--- src/rtl/hilo_muldiv_unit.sv ---
// hilo_muldiv_unit
//   Multi-cycle signed multiply/divide engine holding the architectural
//   HI/LO register pair. MULT uses radix-2 shift-add on operand magnitudes,
//   DIV uses restoring shift-subtract; the sign is applied in a final FIX
//   cycle. busy stalls the pipe while an operation is in flight.
//
// Ports
//   clk        rising-edge clock
//   rst_n      synchronous active-low reset
//   start      issue MULT/DIV (accepted only when idle)
//   alusignal  op code: 4'b1001 MULT, 4'b1111 DIV; other codes ignored
//   a, b       signed operands (multiplicand/dividend, multiplier/divisor)
//   flush      abort the in-flight operation
//   mthi_we    write wdata to HI (idle, no start)
//   mtlo_we    write wdata to LO (idle, no start)
//   wdata      MTHI/MTLO data
//   busy       operation in flight
//   done       one-cycle pulse when new HI/LO become visible
//   hi, lo     HI/LO registers
module hilo_muldiv_unit #(
    parameter int unsigned WIDTH = 32,
    parameter int unsigned CNT_W = 6
) (
    input  logic             clk,
    input  logic             rst_n,
    input  logic             start,
    input  logic [3:0]       alusignal,
    input  logic [WIDTH-1:0] a,
    input  logic [WIDTH-1:0] b,
    input  logic             flush,
    input  logic             mthi_we,
    input  logic             mtlo_we,
    input  logic [WIDTH-1:0] wdata,
    output logic             busy,
    output logic             done,
    output logic [WIDTH-1:0] hi,
    output logic [WIDTH-1:0] lo
);

    localparam logic [3:0] OP_MULT = 4'b1001;
    localparam logic [3:0] OP_DIV  = 4'b1111;

    typedef enum logic [1:0] {
        S_IDLE,
        S_RUN,
        S_FIX
    } state_t;

    state_t               r_state;
    state_t               w_next;

    logic [CNT_W-1:0]     r_cnt;
    logic                 r_is_div;
    logic                 r_dz;
    logic                 r_neg_res;     // sign of product / quotient
    logic                 r_neg_rem;     // sign of remainder (dividend sign)
    logic [2*WIDTH-1:0]   r_mcand;
    logic [WIDTH:0]       r_mplier;
    logic [2*WIDTH-1:0]   r_prod;
    logic [WIDTH-1:0]     r_rem;
    logic [WIDTH-1:0]     r_quo;         // dividend magnitude, becomes quotient
    logic [WIDTH:0]       r_dvsr;
    logic [WIDTH-1:0]     r_hi;
    logic [WIDTH-1:0]     r_lo;
    logic                 r_done;

    logic                 w_is_mult;
    logic                 w_is_div;
    logic                 w_accept;
    logic                 w_b_zero;
    logic [WIDTH:0]       w_a_ext;
    logic [WIDTH:0]       w_b_ext;
    logic [WIDTH:0]       w_a_mag;
    logic [WIDTH:0]       w_b_mag;
    logic [WIDTH:0]       w_shift;
    logic                 w_fits;
    logic [2*WIDTH-1:0]   w_prod_s;
    logic [WIDTH-1:0]     w_quo_s;
    logic [WIDTH-1:0]     w_rem_s;

    // Datapath combinational helpers
    always_comb begin
        w_is_mult = (alusignal == OP_MULT);
        w_is_div  = (alusignal == OP_DIV);
        w_accept  = (r_state == S_IDLE) && start && !flush && (w_is_mult || w_is_div);
        w_b_zero  = (b == '0);
        // Magnitudes in WIDTH+1 bits so |INT_MIN| is representable
        w_a_ext   = {a[WIDTH-1], a};
        w_b_ext   = {b[WIDTH-1], b};
        w_a_mag   = a[WIDTH-1] ? -w_a_ext : w_a_ext;
        w_b_mag   = b[WIDTH-1] ? -w_b_ext : w_b_ext;
        // Restoring division step: shift in next dividend bit, trial subtract
        w_shift   = {r_rem, r_quo[WIDTH-1]};
        w_fits    = (w_shift >= r_dvsr);
        w_prod_s  = r_neg_res ? -r_prod : r_prod;
        w_quo_s   = r_neg_res ? -r_quo  : r_quo;
        w_rem_s   = r_neg_rem ? -r_rem  : r_rem;
    end

    // State register
    always_ff @(posedge clk) begin
        if (!rst_n) begin
            r_state <= S_IDLE;
        end else begin
            r_state <= w_next;
        end
    end

    // Next-state logic
    always_comb begin
        w_next = r_state;
        case (r_state)
            S_IDLE: begin
                if (w_accept) begin
                    w_next = (w_is_div && w_b_zero) ? S_FIX : S_RUN;
                end
            end
            S_RUN: begin
                if (flush) begin
                    w_next = S_IDLE;
                end else if (r_cnt == CNT_W'(WIDTH - 1)) begin
                    w_next = S_FIX;
                end
            end
            S_FIX: begin
                w_next = S_IDLE;
            end
            default: begin
                w_next = S_IDLE;
            end
        endcase
    end

    // Outputs
    always_comb begin
        busy = (r_state != S_IDLE);
        done = r_done;
        hi   = r_hi;
        lo   = r_lo;
    end

    // Iteration datapath and HI/LO registers
    always_ff @(posedge clk) begin
        if (!rst_n) begin
            r_cnt     <= '0;
            r_is_div  <= 1'b0;
            r_dz      <= 1'b0;
            r_neg_res <= 1'b0;
            r_neg_rem <= 1'b0;
            r_mcand   <= '0;
            r_mplier  <= '0;
            r_prod    <= '0;
            r_rem     <= '0;
            r_quo     <= '0;
            r_dvsr    <= '0;
            r_hi      <= '0;
            r_lo      <= '0;
            r_done    <= 1'b0;
        end else begin
            // FIX is the only state that publishes results; flush suppresses it
            r_done <= (r_state == S_FIX) && !flush;
            case (r_state)
                S_IDLE: begin
                    if (w_accept) begin
                        r_cnt     <= '0;
                        r_is_div  <= w_is_div;
                        r_dz      <= w_is_div && w_b_zero;
                        r_neg_res <= a[WIDTH-1] ^ b[WIDTH-1];
                        r_neg_rem <= a[WIDTH-1];
                        r_mcand   <= {{(WIDTH-1){1'b0}}, w_a_mag};
                        r_mplier  <= w_b_mag;
                        r_prod    <= '0;
                        r_rem     <= '0;
                        r_quo     <= w_a_mag[WIDTH-1:0];
                        r_dvsr    <= w_b_mag;
                    end else if (!start) begin
                        if (mthi_we) r_hi <= wdata;
                        if (mtlo_we) r_lo <= wdata;
                    end
                end
                S_RUN: begin
                    r_cnt <= r_cnt + 1'b1;
                    if (!r_is_div) begin
                        if (r_mplier[0]) r_prod <= r_prod + r_mcand;
                        r_mcand  <= r_mcand << 1;
                        r_mplier <= r_mplier >> 1;
                    end else begin
                        r_rem <= w_fits ? WIDTH'(w_shift - r_dvsr) : w_shift[WIDTH-1:0];
                        r_quo <= {r_quo[WIDTH-2:0], w_fits};
                    end
                end
                S_FIX: begin
                    if (!flush) begin
                        if (r_dz) begin
                            r_hi <= '0;
                            r_lo <= '0;
                        end else if (r_is_div) begin
                            r_hi <= w_rem_s;
                            r_lo <= w_quo_s;
                        end else begin
                            r_hi <= w_prod_s[2*WIDTH-1:WIDTH];
                            r_lo <= w_prod_s[WIDTH-1:0];
                        end
                    end
                end
                default: begin
                end
            endcase
        end
    end

endmodule

--- config.mk ---
export PLATFORM = sky130hd
export DESIGN_NAME = hilo_muldiv_unit
export DESIGN_NICKNAME = d
export VERILOG_FILES = /design/src/rtl/hilo_muldiv_unit.sv
export SDC_FILE = /design/constraint.sdc
export NUM_CORES = 1
export LEC_CHECK = 0
export CORE_MARGIN = 4
export CORE_UTILIZATION = 40
export CTS_BUF_LIST = sky130_fd_sc_hd__clkbuf_16
export DETAILED_ROUTE_END_ITERATION = 10
export GPL_TIMING_DRIVEN = 0
export HOLD_SLACK_MARGIN = 0.02
export PLACE_DENSITY = 0.62
export SKIP_CTS_REPAIR_TIMING = 1
export SLEW_MARGIN = 10
export SYNTH_ARGS = -nofsm -noshare
export SYNTH_HDL_FRONTEND = slang
export SYNTH_SLANG_ARGS = --single-unit
export TNS_END_PERCENT = 50
--- constraint.sdc ---
create_clock -name clk -period 3.15 [get_ports clk]
set_clock_uncertainty 0.1 [all_clocks]
set_input_delay 0.315 -clock clk [delete_from_list [all_inputs] [get_ports clk]]
set_output_delay 0.315 -clock clk [all_outputs]
set_load 0.005 [all_outputs]
---- After elaboration in Yosys (flattened, before gate mapping) ----
Index checks and enable logic that the tools add are counted.
storage, ports and cells
  latch bits .............................. 0
  word-level logic and storage cells ...... 103
  memories kept ........................... 0
  memory bits (read-only) ................. 0
  output and inout port bits .............. 66
  RAM bits ................................ 0
  input port bits ......................... 106
  flip-flop bits (word level) ............. 335
cells by class
  bitwise gates (word level) .............. 1
  shift-type cells ........................ 0
  $lt $le $gt $ge ......................... 1
  $add $sub $neg .......................... 8
  multipliers ............................. 0
  mux-type cells .......................... 43
  equality and inequality tests ........... 15
  reductions and logical operators ........ 20
  div/mod/pow operators ................... 0
operator list
  operator               number
  $mux W32               19
  $mux W64               6
  $pmux W32 S2           4
  $pmux W64 S2           2
  $mux W33               4
  $neg A33 Y33           2
  $pmux W33 S2           1
  $add A64 B64 Y64       1
  $neg A32 Y32           2
  $neg A64 Y64           1
  $ge A33 B33 Y1         1
  $logic_not A32 Y1      1
  $sub A32 B32 Y32       1
  $ne A2 B2 Y1 const B   9
  $pmux W6 S2            1
  $reduce_and A5 Y1      2
  $eq A4 B4 Y1 const B   2
  $mux W2                4
  $add A6 B1 Y6 const B  1
  $eq A6 B5 Y1 const B   1
  $mux W6                1
  $reduce_and A2 Y1      3
  $reduce_and A3 Y1      2
  $reduce_bool A2 Y1     3
  other kinds (10)       14

---- Depth between registers and ports, before layout ----
Gate-level depths: netlist of run 1.
  depth in word-level cells ............... 6
  gate-level depth with buffers ........... 15
  gate-level depth less buffers ........... 14

---- Worst setup path before layout of run 1 ----
No wires, ideal clock.
  path type ............................... register -> register
  start ................................... register r_rem[13]
  end ..................................... register r_rem[24]
  buffers on the path ..................... 3
  required time ........................... 2933 ps
  slack ................................... 34 ps
  arrival ................................. 2899 ps
  library setup time ...................... 117 ps
  cell stages (with the launch flop) ...... 14
  clock period less this slack ............ 3116 ps
  cells stage by stage .................... dfxtp_1 ha_1 clkbuf_1 a41o_1 a21oi_1 o21ai_1 a2111oi_0 a22oi_1 a31oi_1 a22o_1 clkbuf_1 clkbuf_1 o21ai_0 a22o_1
between the ends
  cells in the longest elaborated chain, start to end .. 4
  elaborated cells on any way between the ends .. 5
  classes of those cells .................. 1 x add/sub; 1 x order compare; 3 x mux
RTL lines
  item                                                       RTL line  text
  start: declaration                                         60        logic [WIDTH-1:0] r_rem;
  start signal: assignment                                   188       r_rem <= w_fits ? WIDTH'(w_shift - r_dvsr) : w_shift[WIDTH-1:0];
  $sub A32 B32 Y32 / $ge A33 B33 Y1 (equally long branches)  188, 94
  $mux W32 (*)                                               188
  $mux W32 (*)                                               183       if (!r_is_div) begin
  $pmux W32 S2 (*)                                           162       case (r_state)
Every way passes the cells marked *; elsewhere a longest branch is shown, timed or not. The select of a mux whose other input is x is not followed.
A chain may end at the register's enable or synchronous reset.

---- Worst setup path after layout of run 1 ----
  start ................................... register r_prod[0]
  end ..................................... register r_hi[9] (netlist: hi[9])
between the ends
  cells in the longest elaborated chain, start to end .. 6
RTL lines
  item                      RTL line  text
  start: declaration        59        logic [2*WIDTH-1:0] r_prod;
  start signal: assignment  184       if (r_mplier[0]) r_prod <= r_prod + r_mcand;
  $neg A64 Y64              95        w_prod_s = r_neg_res ? -r_prod : r_prod;
  $mux W64                  95
  $mux W32                  197       end else if (r_is_div) begin
  $mux W32                  194       if (r_dz) begin
  $mux W32                  193       if (!flush) begin
  $pmux W32 S2              162
  end signal: assignment    177       if (mthi_we) r_hi <= wdata;
  end signal: assignment    198       r_hi <= w_rem_s;
  end signal: assignment    201       r_hi <= w_prod_s[2*WIDTH-1:WIDTH];
  end: declaration          63        logic [WIDTH-1:0] r_hi;
Every way passes these cells. The select of a mux whose other input is x is not followed.

==> results of run 1 <==
[tightest hold or removal path, cell delays in order]
cell             delay, ns
clkdlybuf4s50_1       0.40
nand2_1               0.11
a31oi_1               0.09
[through the flow]
stage          area [µm²]  std cells  setup slack (ns)
2_1_floorplan       23310       3052           0.03409
3_3_place_gp        25980       3988            -1.301
3_5_place_dp        25980       3988            -1.241
4_1_cts             27250       4059            -1.285
5_1_grt             28800       4076           -0.5192
6_report            28800       4076           -0.4483
[cells by family after synthesis]
| family | after synthesis | share of synthesized area [%] |
|---|---|---|
| AO/OA/AOI/OAI | 1057 | 29.50 |
| flip-flops | 335 | 28.77 |
| AND/OR/NAND/NOR | 982 | 20.72 |
| adder cells (fa/ha/maj) | 104 | 5.646 |
| XOR/XNOR | 260 | 9.768 |
| multiplexers | 17 | 0.7943 |
| buffers and inverters | 297 | 4.804 |
[path summary, 6_finish.rpt]
path                    start     endpoint  slack [ns]  cells after the start
hold / removal       wdata[4]        hi[4]        0.27                      3
setup reg to reg    r_prod[0]        hi[9]       -0.45                     13
setup / recovery    r_prod[0]        hi[9]       -0.45                     13
hold reg to reg   r_mplier[2]  r_mplier[2]        0.36                      2
[layout by cell type (no fill, tap or decap), types with 28 or more instances in the layout]
master           count
a31oi_1             40
inv_1               87
xor2_1             119
ha_1                72
a21oi_1            238
nor2b_1            100
a211oi_1            44
a22oi_1             37
dfxtp_1            296
nor2_1             128
o211ai_1            45
clkdlybuf4s50_1    171
buf_4               37
clkbuf_1           159
o21ai_1             49
o211a_1             36
dfxtp_2             31
nand2_1            414
nand4_1             31
a21boi_0            54
o21ai_0            202
or4_1               28
xnor2_1            131
a21o_1              62
nand3_1             90
clkbuf_16           43
o31ai_1             49
[where the power goes]
part | total [W] | switching [W] | internal, W
sequential | 0.00442 | 0.0000903 | 0.00433
clock | 0.00465 | 0.00202 | 0.00263
combinational | 0.00169 | 0.000995 | 0.000700
total | 0.0108 | 0.00310 | 0.00766
[routing by layer]
| layer | track usage [%] | up-vias | share of wire [%] |
|---|---|---|---|
| met2 | 42.81 | 1161 | 42 |
| li1 | - | 11500 | - |
| met5 | 0 | - | 0.022 |
| met3 | 6.221 | 173 | 10 |
| met1 | 40.89 | 11570 | 44 |
| met4 | 8.384 | 4 | 3.2 |
[cell type report]
cell class	count	area, µm²	share of cell area [%]
buffer	189	755.7	2.624
inverter	87	329.1	1.143
clock inverter	28	193.9	0.6735
sequential	335	6775	23.53
multi-input combinational	2420	16700	57.98
tap	765	957.2	3.324
timing repair buffer	209	2013	6.991
clock buffer	43	1076	3.737
[sequential cells by signal, indices dropped and copies added, names as in the netlist, 2 cells and up]
register	flops
hi	32
r_cnt	6
lo	32
r_state	2
r_prod	64
r_rem	32
r_mplier	33
r_quo	32
r_mcand	64
r_dvsr	33
==> out/summary.md, run 1 <==
The share of the cycle needed by the critical path after routing was 114.2%. The run gives 0 as the number of nets with antenna violations after routing. The final core utilization was 49.91%. The number of different library cells used by synthesis comes to 88.

The logs give 7 for the iteration count of the initial detailed-routing pass and 24.41k for the total via count after detailed routing. Via count of the first global-routing pass: 21.99k. The worst setup path is of the register to register kind. The final count of negative-setup-slack endpoints is 41, and the number of hold-slack violations in the final timing report is 0. Synthesis produced a netlist with a net count of 3262.

For the post-synthesis sequential area ratio, the log shows 28.77%. The tightest hold path in the finished design has a slack of 0.2716 ns. The count of maximum capacitance violations is 0, and the global-route wire length before repair is 139100 µm. The run gives 0 as the post-detailed-route DRC marker count.

The critical path goes through or4_4 -> or3_4 -> or3_4 -> buf_6 -> nor4_4 -> nand2_2 -> buf_4 -> buf_4 -> nor3_2 -> mux2i_1 -> a21oi_1 -> o21ai_2 -> a31oi_1. At the worst endpoint, the required time is 3.49 ns. The remaining global-route overflow is 0. Warning count from the yosys run: 0. The total negative setup slack was -5.148 ns; the highest cell delay on the worst timing path was 0.54 ns. Summed over its instances, the top area cell type makes up 28.77% of the synthesized netlist area.

Port buffer count: 171. The number of instances in the synthesized netlist was 3052. For this design, the slowest cell found on the critical path is or4_4. The initial utilization of the core area, before any placement, comes to 40.41%. For the final-layout fill cell count, the log shows 5721.

After detailed routing, the average wire length per cell comes to 23.47 µm. The run gives 0.01077 W as the overall power. Data arrives at the worst endpoint at 3.94 ns. The largest delay contributor family on the critical path was simple AND/OR/NAND/NOR gates.

The final setup slack of the worst path came out at -0.4483 ns. The worst setup path is captured at a register. The worst setup path is launched from a register. Ranked by total cell area, the synthesized netlist is headed by dfxtp_1 29%, nand2_1 6.7%, ha_1 5.5%. For this run, the leading register cell type out of synthesis is dfxtp_1. Summing every instance area after synthesis gives 23310 µm².

The number of buffers and inverters on the critical path is 3. The async set-or-reset flop fraction in the synthesized netlist works out to 0%. The clock root buffer is clkbuf_16. No sink is reached through more buffers than the 3 on the longest clock path.

The later-pin clock latency in the skew report was 0.58 ns. Setup repair after global routing could not meet its margin everywhere. The y dimension of the die was 249.4 µm. Relative slew slack: 27.30%.

The cell accounting for the most synthesized area is dfxtp_1. The final estimated routing congestion in global placement was 0.9887; the number of placement rows was 88. Yosys mapped a number of flops with a built-in enable equal to 0.

Yosys instantiated no cell more often than nand2_1. Cells with a size suffix above 1 make up 10.57% of the layout. At the pin with the least slew margin, the transition time is 1.090 ns. 0 antenna diodes ended up in the layout. The first routing iteration left 2623 violations. In the routed layout, each cell is associated on average with a via count of 5.988. The worst hold-check path type was input port to register.

The number of sinks driven by the clock tree was 335; the I/O pin total was 172. The power density over cell area is 373.8 nW/µm². The run finished, with violations left.

Based on the critical path, the design can be clocked at up to 277.9 MHz. For the number of slew-limit violations in the final report, the log shows 0. Relative to the synthesized area, the layout overhead comes to 23.52%.

The clock tree synthesis step divided the H-tree into 2 levels. Global routing used 28.46% of the available tracks across all layers. The average footprint of a synthesized cell was 7.638 µm²; the die extent in x was 249.4 µm.

In this run, synthesis produced a sequential element count of 335. VDD sags by at most 0.0003245 V. Clock tree synthesis inserted a total of 41 buffers. The final layout net count was 3493. Summed over all layers, the routed wires come to 95680 µm.

The die area was 62210 µm². The static leakage power was 11.25 nW. The clock edge transition at the registers on the reported setup and hold paths came out at 0.06 ns. Summed over all nets, the half-perimeter wirelength after detailed placement is 74170 µm. The floorplan step defined a core boundary enclosing 57700 µm². TritonCTS built the clock tree. Of all nets on the critical path, the largest fanout is 5. The final reports fail on setup timing.

The commonest cells after synthesis are 415 x nand2_1, 335 x dfxtp_1, 252 x a21oi_1. Entering global routing, the biggest net connects 14 pins. The initial antenna violation count was 3; the shortest period the worst path allows was 3.598 ns.
No activity file was read; power rests on OpenSTA's default activity.
==> run 2: changes to the inputs <==
- GPL_TIMING_DRIVEN: 0 -> unset
- PLACE_DENSITY: 0.62 -> 0.6
- clock period: 3.15 -> 3.65 ns (I/O delays scaled with it)
==> run 2 against run 1 <==
Compared with the run above:
- the flow now finishes without violations
- non-clock buffer count is 65 lower
- cell count is 1.5% lower
- first-iteration DRC count is 18% lower
- core utilization is 1.6 points lower
- sequential cell count stayed put
- sequential share of layout area is 0.56 points higher
- largest power group unchanged
- register-to-register slack better by 0.59 ns
- sequential power is 14% lower
- via count is 3.0% lower
- clock-buffer cell count is 2 higher
- critical path type unchanged
- critical path depth is 2 higher
==> out/summary.md, run 2 (same netlist as run 1, synthesis figures left out) <==
For the remaining global-route overflow, the log shows 0. The power share of the sequential group was 41.7%; the detailed-placement wirelength estimate was 63680 µm. The antenna diode count is 0, and the placed standard-cell area is 26540 µm². In the post-route analysis, the smallest setup slack over all paths is 0.1437 ns.

For this configuration, the core starts out at a cell density of 40.41%. The die is 249.4 µm tall. In this run the horizontal extent of the chip is 249.4 µm. The run finished with clean final reports. The path class of the tightest hold or removal check is input port to register. The critical path goes through buf_4 -> inv_1 -> ha_1 -> or3b_2 -> or3_1 -> nor3_2 -> buf_4 -> nand4_2 -> buf_4 -> nor2b_1 -> a31oi_1 -> o211ai_1 -> o21ai_1 -> a22oi_1 -> a21oi_1. Entering global routing, the biggest net connects 125 pins. The largest vdd supply drop was 0.0003253 V. The net count of the finished layout is 3429. Of the total power, the clock network draws 44.1%. The type of origin of the critical path is a register.

In the final layout, the registers with the most flip-flops are r_mcand (64), r_prod (64). The logs give 3.83 ns for the arrival time of the worst setup path and 0 ns for the total negative setup slack. The tools report the area of the core as 57700 µm². The initial detailed-routing violation count came out at 2161. The die covers 62210 µm². The logs give 0.9431 for the final estimated routing congestion in global placement and 172 for the I/O pin total. The global-route wire length before repair came out at 129100 µm. For the number of hold-slack violations in the final timing report, the log shows 0. Derived from the worst setup path, the maximum achievable clock frequency is 285.2 MHz. For this run, the detailed router's first-pass iteration total came to 5. The tools report the number of CTS-inserted buffers as 42. The worst-path cell with the longest stage delay was or3b_2.

Clock edge transition at the registers on the reported setup and hold paths: 0.06 ns. The port buffer count was 171; the highest cell delay on the worst timing path was 0.49 ns. The clock root buffer is clkbuf_16. The worst hold path was traced through 2 stages. The run gives 0.14 ns as the worst-case register-to-register setup slack.

The multi-input combinational cells in the finished layout cover a total of 15560 µm². For the relative slew slack, the log shows 30.14%. In the final layout, flip-flops and latches occupy 6711 µm². The run gives 25.70% as the all-layer global routing usage.

The tools report the end of the worst register-to-register path as hi[30]. Type of the worst setup path: register to register. The final design instance area without fill came out at 27870 µm².

The run gives 0.08977 ns as the worst hold slack. Startpoint of the worst hold path: rst_n. At the pin with the least slew margin, the transition time is 1.046 ns.

In the routed design, unresolved DRC markers number 0. The total via count after detailed routing came out at 23.67k. The internal power contribution came out at 0.006664 W.

Shortest period the worst path allows: 3.506 ns. The clock passes through at most 3 buffers. The via count of the first global-routing pass was 22.13k; the placement-stage worst setup slack was 0.05348 ns. The mean routed wirelength per cell came out at 20.95 µm. Data on the critical path is required at its endpoint by 3.97 ns. The logs give 0 for the number of nets with antenna violations after routing and 14.3% for the power share of the combinational group. Count of maximum capacitance violations: 0.

Using the TritonRoute via totals, the vias-per-cell ratio works out to 5.898. TritonCTS built the clock tree. Initial antenna violation count: 2. Summed over all nets, the switching power comes to 0.002504 W.

The clock reaches the later pin of the worst-skew pair after 0.58 ns. The cell that appears most often on the critical path is buf_4. For this design the static power due to leakage is 11.44 nW. Leaving out fill and tap cells, the most frequent cell in the layout is nand2_1. The floorplan has 88 rows. The share of the cycle needed by the critical path after routing was 96.06%. The reg-to-reg startpoint was r_prod[0]. The number of slew-limit violations in the final report was 0; the final wirelength was 84110 µm. STA classifies the critical path endpoint as a register.

Final-layout fill cell count: 5658. The tools report the CTS H-tree depth as 2. Endpoint with the worst hold slack: r_dvsr[10]. Setup violations remaining at the end of the flow were counted as 0.

The top cell types in the final layout, fill and taps aside, are 414 x nand2_1, 333 x dfxtp_1, 251 x a21oi_1. The power density over cell area is 329.0 nW/µm², and the number of sinks driven by the clock tree is 335. The worst register-to-register path has a depth of 15. Setup repair after global routing could not meet its margin everywhere.

In this run switching power makes up 27.31% of total power. From synthesis to final layout, the design area changed by 19.53%. The maximum fanout along the worst path was 8. The completed layout was analyzed and its total power is 0.009168 W.

The post-route netlist has 8.957% of its cells at a drive strength greater than 1.
## run 2: worst max-delay path by stage
stage,startpoint,end,slack (ns)
finish,r_prod[0],hi[30],0.14
global route,r_prod[0],hi[20],-0.05
CTS,r_mcand[0],r_prod[60],0.12
detailed placement,a[9],r_quo[28],0.05
global placement,a[16],r_quo[31],0.08
floorplan,r_rem[13],r_rem[24],0.53
## run 2: routing by layer
metal / up-vias / GRT usage, % / share of wire [%] / wire length, µm
li1: 11350 / - / - / -
met1: 11290 / 36.92 / 46 / 38750
met2: 905 / 37.80 / 41 / 34830
met3: 128 / 6.409 / 9.3 / 7782
met4: 2 / 8.145 / 3.2 / 2729
met5: - / 0 / 0.015 / 13
## run 2: cell type report
| type | count | share of cell area (%) |
|---|---|---|
| clock buffers | 45 | 4.041 |
| clock inverters | 29 | 0.6331 |
| inverters | 87 | 1.172 |
| multi-input cells | 2420 | 55.85 |
| flip-flops and latches | 335 | 24.09 |
| well taps | 765 | 3.435 |
| repair buffers | 333 | 10.78 |
## run 2: power groups by stage
stage	Combinational [W]	Clock, W	Sequential (W)
after floorplan	0.000735	0	0.00387
after global placement	0.00128	0	0.00390
after detailed placement	0.00129	0	0.00390
after CTS	0.00130	0.00414	0.00382
after global routing	0.00142	0.00423	0.00383
final	0.00131	0.00404	0.00382
## run 2: per-stage QoR
step	utilization, %	cells
3_5_place_dp	46.00	3940
6_report	48.30	4014
2_1_floorplan	-	3052
3_3_place_gp	46.00	3940
5_1_grt	48.30	4014
4_1_cts	48.26	4014
## run 2: critical path: cells and delay by family (launching register included)
family	cells	cell delay (ns)
simple gates	5	1.51
buf+inv	4	0.65
compound gates	5	0.60
flops	1	0.31
fa+ha+maj	1	0.17
